===== config.mk =====
export PLATFORM = sky130hd
export DESIGN_NAME = gol_sequencer
export DESIGN_NICKNAME = d
export VERILOG_FILES = /design/src/rtl/gol_sequencer.sv
export SDC_FILE = /design/constraint.sdc
export NUM_CORES = 1
export LEC_CHECK = 0
export ABC_AREA = 0
export BUFFER_PORTS_ARGS = -buffer_cell sky130_fd_sc_hd__buf_2
export CAP_MARGIN = 20
export CELL_PAD_IN_SITES_DETAIL_PLACEMENT = 0
export CELL_PAD_IN_SITES_GLOBAL_PLACEMENT = 1
export CORE_MARGIN = 2
export CORE_UTILIZATION = 45
export DETAILED_ROUTE_END_ITERATION = 12
export PLACE_DENSITY_LB_ADDON = 0.08
export SLEW_MARGIN = 30
export SYNTH_ARGS = -nofsm -noshare
export SYNTH_HDL_FRONTEND = slang
export SYNTH_SLANG_ARGS = --single-unit

===== constraint.sdc =====
create_clock -name clk -period 2.72 [get_ports clk]
set_input_delay 0.408 -clock clk [delete_from_list [all_inputs] [get_ports clk]]
set_output_delay 0.408 -clock clk [all_outputs]
set_load 0.02 [all_outputs]

===== src/rtl/gol_sequencer.sv =====
`default_nettype none
// ============================================================================
// Module   : gol_sequencer
// Purpose  : Control FSM for the Game-of-Life grid register. Converts
//            one-cycle user pulses into cursor moves, cell toggles,
//            run/pause pacing, single steps and a full-grid clear sweep.
// Revision : 1.0 - initial release
// ============================================================================
module gol_sequencer #(
  parameter int GRID_N   = 16,
  parameter int TICK_DIV = 25000000,
  parameter int CNT_W    = 16
) (
  input  logic             clk,
  input  logic             reset,
  input  logic             btn_up,
  input  logic             btn_down,
  input  logic             btn_left,
  input  logic             btn_right,
  input  logic             btn_toggle,
  input  logic             btn_run,
  input  logic             btn_step,
  input  logic             btn_clear,
  input  logic             cur_cell,
  output logic [7:0]       row_select,
  output logic [7:0]       col_select,
  output logic             set_initial,
  output logic             new_state,
  output logic             enable_update,
  output logic             running,
  output logic             clearing,
  output logic [CNT_W-1:0] gen_count
);

  localparam int IDX_W  = (GRID_N > 1) ? $clog2(GRID_N) : 1;
  localparam int TICK_W = $clog2(TICK_DIV);
  localparam logic [IDX_W-1:0]  IDX_MAX   = IDX_W'(GRID_N - 1);
  localparam logic [TICK_W-1:0] TICK_LAST = TICK_W'(TICK_DIV - 1);

  typedef enum logic [1:0] {
    S_EDIT  = 2'd0,
    S_RUN   = 2'd1,
    S_STEP  = 2'd2,
    S_CLEAR = 2'd3
  } state_t;

  state_t            state_q;
  logic [IDX_W-1:0]  row_q, col_q, row_d, col_d;
  logic [IDX_W-1:0]  srow_q, scol_q, srow_d, scol_d;
  logic [TICK_W-1:0] tick_q;

  function automatic logic [IDX_W-1:0] inc_wrap(input logic [IDX_W-1:0] v);
    return (v == IDX_MAX) ? '0 : v + IDX_W'(1);
  endfunction

  function automatic logic [IDX_W-1:0] dec_wrap(input logic [IDX_W-1:0] v);
    return (v == '0) ? IDX_MAX : v - IDX_W'(1);
  endfunction

  // Next cursor position (opposing moves cancel per axis) and next sweep cell.
  always_comb begin
    row_d = row_q;
    col_d = col_q;
    if (btn_up && !btn_down)        row_d = dec_wrap(row_q);
    else if (btn_down && !btn_up)   row_d = inc_wrap(row_q);
    if (btn_left && !btn_right)     col_d = dec_wrap(col_q);
    else if (btn_right && !btn_left) col_d = inc_wrap(col_q);
    scol_d = inc_wrap(scol_q);
    srow_d = (scol_q == IDX_MAX) ? inc_wrap(srow_q) : srow_q;
  end

  // Main FSM; every output is a register updated alongside the state so that
  // strobes coincide with the state they belong to.
  always_ff @(posedge clk or negedge reset) begin
    if (!reset) begin
      state_q       <= S_EDIT;
      row_q         <= '0;
      col_q         <= '0;
      srow_q        <= '0;
      scol_q        <= '0;
      tick_q        <= '0;
      row_select    <= '0;
      col_select    <= '0;
      set_initial   <= 1'b0;
      new_state     <= 1'b0;
      enable_update <= 1'b0;
      running       <= 1'b0;
      clearing      <= 1'b0;
      gen_count     <= '0;
    end else begin
      set_initial   <= 1'b0;
      new_state     <= 1'b0;
      enable_update <= 1'b0;
      if ((state_q == S_EDIT || state_q == S_RUN) && btn_clear) begin
        // Clear outranks everything; the first sweep cell is written at once.
        state_q     <= S_CLEAR;
        srow_q      <= '0;
        scol_q      <= '0;
        row_select  <= '0;
        col_select  <= '0;
        set_initial <= 1'b1;
        running     <= 1'b0;
        clearing    <= 1'b1;
      end else begin
        case (state_q)
          S_EDIT: begin
            if (btn_run) begin
              state_q <= S_RUN;
              tick_q  <= '0;
              running <= 1'b1;
            end else if (btn_step) begin
              state_q       <= S_STEP;
              enable_update <= 1'b1;
              gen_count     <= gen_count + CNT_W'(1);
            end else if (btn_toggle) begin
              set_initial <= 1'b1;
              new_state   <= ~cur_cell;
            end else begin
              row_q      <= row_d;
              col_q      <= col_d;
              row_select <= 8'(row_d);
              col_select <= 8'(col_d);
            end
          end
          S_RUN: begin
            if (btn_run) begin
              // Pause wins over a tick expiring in the same cycle.
              state_q <= S_EDIT;
              tick_q  <= '0;
              running <= 1'b0;
            end else if (tick_q == TICK_LAST) begin
              tick_q        <= '0;
              enable_update <= 1'b1;
              gen_count     <= gen_count + CNT_W'(1);
            end else begin
              tick_q <= tick_q + TICK_W'(1);
            end
          end
          S_STEP: begin
            state_q <= S_EDIT;
          end
          S_CLEAR: begin
            if (srow_q == IDX_MAX && scol_q == IDX_MAX) begin
              state_q    <= S_EDIT;
              clearing   <= 1'b0;
              gen_count  <= '0;
              row_select <= 8'(row_q);
              col_select <= 8'(col_q);
            end else begin
              srow_q      <= srow_d;
              scol_q      <= scol_d;
              row_select  <= 8'(srow_d);
              col_select  <= 8'(scol_d);
              set_initial <= 1'b1;
            end
          end
          default: state_q <= S_EDIT;
        endcase
      end
    end
  end

endmodule
`default_nettype wire


==> out/qor.yml <==
outcome:
  status: "finished, final reports clean"
finish:
  n_antenna_cell: 0
  syn_to_final_growth_pct: 12.75
  drive_gt1_frac: 0.1495
  final_cell_mix: "72 x dfrtp_1, 53 x o21ai_0, 52 x nand2_1"
  final_common_cell: "dfrtp_1"
  fin_nets: 580
  instances_no_fill: 695
yosys:
  synth_edf_count: 0
  synth_ff_type: "dfrtp_1"
  yosys-top-cells-area: "dfrtp_1 40%, o21ai_0 5.9%, nand2_1 4.3%"
  netlist_instances: 518
  synthDistinctLibCells: 67
  synth.largest_area_cell: "dfrtp_1"
  synth_top_area_frac: 0.4001
  yosys_warnings: 0
  yosysSeqAreaShare: 0.4001
  syn_area_um2: 4503
  post_synth.cell_area_avg_um2: 8.693
  yosys_register_bits: 72
  async_reset_ff_frac: 1.000
critical_path:
  critPathMaxFanout: 9
  worstSetupPathType: "reg2reg"
  reg2regPathDepth: 8
  path_delay_family: "compound AO/OA/AOI/OAI gates"
  max_stage_delay_ns: 0.45
  reg2reg_slack_ns: 0.19
  cp-startpoint: "state_q[1]"
  endpoint_kind: "register"
  slowest_stage: "dfrtp_1"
  path_cells: "inv_1 > ha_1 > nor2b_1 > o32a_1 > a211o_4 > or2_0 > buf_4 > a21o_1"
  critical_path_depth: 8
  endpoint: "gen_count[0]"
  reg2reg_to: "gen_count[0]"
  cp.arrival_ns: 2.76
  crit_required_ns: 2.95
  worst-path-buf-inv: 2
  start_kind: "register"
  crit-reg2reg-launch: "state_q[1]"
power:
  power.density_nw_per_um2: 933.6
  power_leakage_nw: 2.125
  vdd_drop_max_mv: 0.3682
timing:
  setup-violations-final: 0
  max_freq_ghz: 0.3960
  period_minus_slack_ns: 2.525
  hold_violations: 0
  post-route-period-util: 0.9284
  tns_ns: 0
  relSlewSlack: 0.5505
  rsz0062_at_grt: "no"
  drv_slew: 0
  tightest_slew_ns: 0.6742
  finalClockSkew_ns: 0.01141
clock_network:
  post_cts_buffers: 0
  cts_resized: 0
  clkTransAtPathRegs_ns: 0.08
  cts_sinks: 72
  clockRootBuffer: "clkbuf_8"
  htree_levels: 3
  cts_made_buffers: 9
  cts_hold_buf: 0
  cts_tree: "yes"
  clk_latency_ns: 0.35
  clockBufferDepth: 2
floorplan:
  die-area_um2: 10820
  core-area_um2: 9729
  die_h_um: 104.0
  die-width_um: 104.0
  start_util: 0.4628
  ios: 48
  rows: 36
route:
  drt-pass1-iter-count: 4
  viasPerCell: 5.635
  wl_per_cell_um: 15.58
  ant_nets: 0
  wirelength_um: 10830
  drtIter0Drc: 200
  num_vias: 3916
  drc: 0
grt:
  grt_pass1_wl_um: 18270
  grt-ovfl-total: 0
  first_global_vias: 3719
  grt_max_degree: 73
  antenna_found_initial: 0
  grt.total_usage: 0.2058
placement:
  port_buffers: 39
  hpwl_um: 7601
  post-place-cells: 679
  place.gp.congestion: 0.8267
run:
  drv_cap: 0
worst_hold_path:
  hp-class: "in2async"
[through the flow]
step	hold slack [ns]	instance area [um^2]	utilization	setup WS, ns	power [mW]
finish	0.08175	5077	0.5219	0.1947	4.740
global route	0.1239	5077	0.5219	0.03184	5.110
CTS	0.2373	5074	0.5215	0.1709	4.784
detailed placement	0.4673	4830	0.4964	0.1869	3.732
global placement	0.4602	4830	0.4964	0.2787	3.681
floorplan	0.1124	4529	-	0.3688	3.096
[where the power goes]
group          switching (mW)  internal (mW)
logic                    1.27          0.832
clock network           0.425          0.611
registers               0.307           1.30
[layout make-up]
type                            instances  area (um^2)
Tap cell                              133        166.4
Sequential cell                        72         1802
Multi-Input combinational cell        399         2465
Clock inverter                          7        120.1
Clock buffer                            9        123.9
Timing Repair Buffer                   56        329.1
Inverter                               19        71.32
Fill cell                             947         4652
[worst min path at each step]
stage                     depth (start not counted)     startpoint  slack, ns            end
final                                             1          reset       0.08       row_q[3]
after global routing                              1          reset       0.12       row_q[2]
after CTS                                         1          reset       0.24   gen_count[3]
after detailed placement                          2  col_select[3]       0.47  col_select[3]
after global placement                            2  col_select[1]       0.46  col_select[1]
after floorplan                                   0          reset       0.11       clearing
[kinds of logic after synthesis]
logic type	count (synthesis)	synth area share
AND/OR/NAND/NOR	208	0.2356
AO/OA/AOI/OAI	136	0.1976
flip-flops	72	0.4001
buffers and inverters	54	0.05834
XOR/XNOR	19	0.03695
multiplexers	16	0.03723
adder cells (fa/ha/maj)	12	0.03334
other	1	0.0008328
[Yosys cell counts, types with 9 or more instances]
library cell / instances
buf_4: 9
nor3_1: 23
xnor2_1: 17
nand2_1: 52
nor2b_1: 9
o21ai_0: 53
inv_1: 18
nand3_1: 29
ha_1: 12
mux2i_1: 10
nor2_1: 37
a21oi_1: 18
o211ai_1: 15
or3_1: 12
clkbuf_1: 19
dfrtp_1: 72
[state kept, by name, indices dropped and copies added, names as in the netlist]
name,flops
set_initial,1
enable_update,1
col_q,4
clearing,1
running,1
new_state,1
scol_q,4
col_select,4
gen_count,16
row_q,4
state_q,2
srow_q,4
tick_q,25
row_select,4
[metal layers]
layer / up-vias / wire, um / track usage / part of all wire
met4: 0 / 72 / 0.05405 / 0.0066
met5: - / 0 / 0 / 0
li1: 1960 / - / - / -
met1: 1890 / 5252 / 0.2832 / 0.49
met2: 60 / 5107 / 0.3318 / 0.47
met3: 6 / 395 / 0.04198 / 0.036
(Power assumes the default switching activity.)
